<file path="config.mk">
export PLATFORM = sky130hd
export DESIGN_NAME = mem_port_arbiter
export DESIGN_NICKNAME = d
export VERILOG_FILES = /design/src/rtl/mem_port_arbiter.sv
export SDC_FILE = /design/constraint.sdc
export NUM_CORES = 1
export LEC_CHECK = 0
export CAP_MARGIN = 0
export CORE_ASPECT_RATIO = 1.1
export CORE_MARGIN = 3
export CORE_UTILIZATION = 38
export DETAILED_ROUTE_END_ITERATION = 8
export GPL_TIMING_DRIVEN = 0
export PLACE_DENSITY_LB_ADDON = 0.08
export SYNTH_ARGS = -nofsm -noshare
export SYNTH_HDL_FRONTEND = slang
export SYNTH_SLANG_ARGS = --single-unit
</file>
<file path="constraint.sdc">
create_clock -name clk -period 1.9 [get_ports clk]
set_clock_uncertainty 0.05 [all_clocks]
set_input_delay 0.57 -clock clk [delete_from_list [all_inputs] [get_ports clk]]
set_output_delay 0.57 -clock clk [all_outputs]
set_load 0.02 [all_outputs]
</file>
<file path="src/rtl/mem_port_arbiter.sv">
// mem_port_arbiter: shares one single-port memory between an instruction-fetch
// port (read-only) and a data port (read/write). Each transaction walks
// IDLE -> ACCESS (LAT cycles) -> RESP, with the owner's ack pulsing in RESP.
// Optional build macro MEM_PORT_ARBITER_RR_EN switches contention handling from
// fixed data-over-instruction priority to alternating (round-robin) grants.
module mem_port_arbiter #(
  parameter int LAT = 1
) (
  input  logic        clk,
  input  logic        rst_n,
  input  logic        i_req,
  input  logic [31:0] i_addr,
  output logic        i_ack,
  output logic [31:0] i_rdata,
  input  logic        d_req,
  input  logic        d_we,
  input  logic [31:0] d_addr,
  input  logic [31:0] d_wdata,
  output logic        d_ack,
  output logic [31:0] d_rdata,
  output logic [31:0] mem_Address,
  output logic [31:0] mem_WriteData,
  output logic        mem_ReadCtrl,
  output logic        mem_WriteCtrl,
  input  logic [31:0] mem_OutputData,
  output logic        busy,
  output logic        grant_d
);

  typedef enum logic [1:0] {IDLE, ACCESS, RESP} stateT;

  // Counter value of the final ACCESS cycle, and of the cycle just before it
  // (the latter only matters when LAT >= 2, where the write strobe is raised
  // one edge ahead so it is high exactly during the last ACCESS cycle).
  localparam logic [3:0] LastCount    = 4'(LAT - 1);
  localparam logic [3:0] PreLastCount = 4'(LAT - 2);

  stateT      state;
  logic [3:0] accessCount;
  logic       writeTxn;
  logic       grantData;

  // Winner of an IDLE-cycle arbitration: 1 selects the data port.
  always_comb begin
    grantData = 1'b0;
`ifdef MEM_PORT_ARBITER_RR_EN
    grantData = d_req && (!i_req || !grant_d);
`else
    grantData = d_req;
`endif
  end

  // Transaction FSM with all outputs registered alongside the state.
  always_ff @(posedge clk or negedge rst_n) begin
    if (!rst_n) begin
      state         <= IDLE;
      accessCount   <= 4'd0;
      writeTxn      <= 1'b0;
      busy          <= 1'b0;
      grant_d       <= 1'b0;
      i_ack         <= 1'b0;
      d_ack         <= 1'b0;
      i_rdata       <= 32'd0;
      d_rdata       <= 32'd0;
      mem_Address   <= 32'd0;
      mem_WriteData <= 32'd0;
      mem_ReadCtrl  <= 1'b0;
      mem_WriteCtrl <= 1'b0;
    end else begin
      case (state)
        IDLE: begin
          i_ack <= 1'b0;
          d_ack <= 1'b0;
          if (i_req || d_req) begin
            state         <= ACCESS;
            busy          <= 1'b1;
            accessCount   <= 4'd0;
            grant_d       <= grantData;
            writeTxn      <= grantData && d_we;
            mem_Address   <= grantData ? d_addr : i_addr;
            mem_ReadCtrl  <= !(grantData && d_we);
            mem_WriteCtrl <= grantData && d_we && (LAT == 1);
            if (grantData) begin
              mem_WriteData <= d_wdata;
            end
          end
        end
        ACCESS: begin
          if (accessCount == LastCount) begin
            state         <= RESP;
            mem_ReadCtrl  <= 1'b0;
            mem_WriteCtrl <= 1'b0;
            if (grant_d) begin
              d_ack <= 1'b1;
              if (!writeTxn) begin
                d_rdata <= mem_OutputData;
              end
            end else begin
              i_ack   <= 1'b1;
              i_rdata <= mem_OutputData;
            end
          end else begin
            accessCount   <= accessCount + 4'd1;
            mem_WriteCtrl <= writeTxn && (accessCount == PreLastCount);
          end
        end
        RESP: begin
          state <= IDLE;
          busy  <= 1'b0;
          i_ack <= 1'b0;
          d_ack <= 1'b0;
        end
        default: begin
          state <= IDLE;
          busy  <= 1'b0;
        end
      endcase
    end
  end

endmodule

</file>
==> flow_summary.yaml <==
routing:
  ant_nets: 0
  drt_iter0_markers: 198
  vias: 4356
  drt-pass1-iter-count: 4
  remaining_drc_errors: 0
  wl_um: 15560
  wire_per_inst_um: 17.23
  routed_via_density: 4.824
floorplanning:
  io_pins: 267
  die-width_um: 123.8
  core-area_sq_mm: 0.01468
  die_area_sq_mm: 0.01678
  initial_core_util: 0.3951
  fp.dieH_um: 135.6
  row_count: 46
layout:
  final_cells: 903
  diodes: 0
  drive_gt1_frac: 0.2250
  syn_to_final_growth_pct: 60.44
  layout.nets: 833
sta:
  min_period_ns: 2.042
  setup_slack_ns: -0.1416
  setup_violations: 32
  slew_violations: 0
  rsz0062_at_grt: "true"
  max_slew_margin: 0.5182
  tns_ns: -3.924
  tightest_slew_ns: 0.7227
  hold-worst-slack_ns: 0.08541
  timing.fmax_mhz: 489.8
  post-route-period-util: 1.075
  hold_viol: 0
global_routing:
  grt_pass1_wl_um: 24360
  grt_start_max_net_pins: 76
  grt_pass1_vias: 4656
  track_usage: 0.1902
  antenna_found_initial: 0
  gr-total-overflow: 0
run:
  maxCapViolations: 0
power:
  peakVddDrop_mv: 0.7956
  power_density_mw_per_mm2: 1747
  leakage_nw: 4.307
critical_path:
  crit_type: "flip-flop to flip-flop"
  rr_worst_depth: 6
  path_max_fanout: 10
  cp_cell_sequence: "inv_2 -> ha_4 -> or3b_4 -> or3_4 -> buf_12 -> mux2_4"
  cp_data_arrival_time_ns: 2.29
  cp_slowest_cell: "or3_4"
  critPathMaxStageDelay_ns: 0.41
  worstPathRequired_ns: 2.15
  crit_path_end_kind: "flip-flop"
  startpoint_type: "flip-flop"
placement:
  place_hpwl_um: 11800
  place_inst: 863
  port_buffers: 265
  gp_congestion: 0.8047
synthesis:
  synth_nets: 540
  netlist_area_sq_mm: 0.005798
  synth-seq-cells: 141
  synth_seq_area_share: 0.6085
  synthCells: 405
  postSynthAreaPerCell_sq_um: 14.32
  yosysWarnings: 0
  ys_types: 32
clock_tree:
  cts_buffers: 17
  clock_tree.root_cell: "clkbuf_16"
  ctsHoldBuffers: 0
  clkSinkCount: 141
  clockBufferDepth: 2
  cts_tree: "built"
  clk_latency_ns: 0.42
  ctsHtreeMaxLevel: 4
  path_clk_slew_ns: 0.06
status:
  outcome: "complete, but fails checks"
  failed_checks: "negative setup slack"
worst_hold_path:
  hold_class: "primary input to async pin"
[Yosys cell counts]
cell,instances,share of area
clkbuf_1,15,0.0097
nor2_1,5,0.0032
ha_1,2,0.0043
o21ai_0,70,0.060
and2_1,1,0.0011
dfrtp_1,141,0.61
and3_1,1,0.0011
or3_1,2,0.0022
buf_12,3,0.010
o22ai_1,1,0.0011
buf_1,5,0.0032
a21oi_1,2,0.0017
or2_2,1,0.0011
nand4b_1,1,0.0015
o31ai_1,1,0.0013
nor2b_1,2,0.0022
mux2_2,67,0.13
a21o_1,2,0.0026
buf_2,1,0.00086
mux2i_1,32,0.055
or4_2,1,0.0015
nand2_1,4,0.0026
o2bb2ai_1,1,0.0015
nand2b_1,1,0.0011
nor3b_1,1,0.0013
mux2_4,29,0.075
inv_1,4,0.0026
nand3_1,3,0.0026
buf_6,1,0.0019
or3b_4,1,0.0019
a32oi_1,2,0.0030
a22o_1,2,0.0030
[sequential cells by signal, summed over array words and instances, names as in the netlist]
| register | count |
|---|---|
| busy | 1 |
| accessCount | 4 |
| mem_WriteCtrl | 1 |
| i_ack | 1 |
| state | 2 |
| d_rdata | 32 |
| grant_d | 1 |
| mem_ReadCtrl | 1 |
| writeTxn | 1 |
| mem_WriteData | 32 |
| i_rdata | 32 |
| d_ack | 1 |
| mem_Address | 32 |
[cell families (layout without fill, tap and decap cells)]
kind of cell / count (synthesis) / count (layout) / share of synthesized area
fa+ha+maj: 2 / 2 / 0.004315
mux: 128 / 128 / 0.2605
simple gates: 24 / 24 / 0.02331
flops: 141 / 141 / 0.6085
compound gates: 81 / 81 / 0.07467
buf+inv: 29 / 335 / 0.02870
[area by class of cell]
type	count	area, sq um
sequential	141	3528
multi-input combinational	235	2140
tap	192	240.2
inverter	4	15.01
timing repair buffer	276	2585
fill	1203	5374
clock inverter	13	188.9
buffer	23	162.7
clock buffer	19	442.9
[where the power goes]
group | internal [W] | leakage [nW] | total, W | switching [W]
clock network | 0.00224 | 0.304 | 0.00351 | 0.00127
registers | 0.00450 | 1.68 | 0.00524 | 0.000742
logic | 0.00355 | 2.32 | 0.00749 | 0.00395
total | 0.0103 | 4.31 | 0.0163 | 0.00596
[what timing repair did]
action | 4_1_cts | 5_1_grt
setup endpoints to repair | 224 | 121
setup buffers | 9 | 1
gates resized for setup | 145 | 11
gates cloned | 0 | 0
pin swaps | 1 | 0
[worst max-delay path, delay by kind of cell, from the launching register on]
kind,cells,cell delay (ns)
and+or+nand+nor,2,0.78
DFF,1,0.39
buffers and inverters,2,0.27
adders and majority gates,1,0.13
muxes,1,0.30
[routing by layer]
metal	GRT usage	vias up	wire length, um
met5	0	-	0
met4	0.06831	0	262
met3	0.07978	17	1464
met2	0.3228	175	8072
met1	0.2127	2112	5762
li1	-	2052	-
[worst paths after layout]
check                               startpoint                 to  slack [ns]
worst max-delay path            accessCount[1]         i_rdata[2]       -0.14
worst min-delay path                     rst_n         d_rdata[1]        0.09
worst max register to register  accessCount[1]         i_rdata[2]       -0.14
worst min register to register            busy               busy        0.43
max in group asynchronous                rst_n  mem_WriteData[30]        0.93
min in group clk                          busy               busy        0.43
[per-stage QoR]
step	area [sq um]	power, W	setup WS (ns)	util
after global placement	8707	0.01361	-5.380	0.5933
after detailed placement	8736	0.01380	-0.4475	0.5952
after floorplan	5814	0.009723	-0.1295	-
after CTS	9294	0.01644	-0.1752	0.6332
final	9303	0.01625	-0.1416	0.6338
after global routing	9303	0.01718	-0.1822	0.6338
[cell usage in the layout, fill, tap and decap left out, types with 3 or more instances in the layout]
| master | count |
|---|---|
| buf_12 | 3 |
| buf_2 | 4 |
| buf_4 | 10 |
| buf_6 | 4 |
| bufinv_16 | 4 |
| clkbuf_1 | 12 |
| clkbuf_16 | 17 |
| clkdlybuf4s50_1 | 130 |
| clkinv_4 | 3 |
| dfrtp_1 | 141 |
| dlygate4sd2_1 | 133 |
| mux2_2 | 66 |
| mux2_4 | 30 |
| mux2i_1 | 32 |
| nand2_1 | 4 |
| nand3_1 | 3 |
| nor2_1 | 4 |
| o21ai_0 | 69 |
Note: power is estimated with default switching activity, not from simulation.
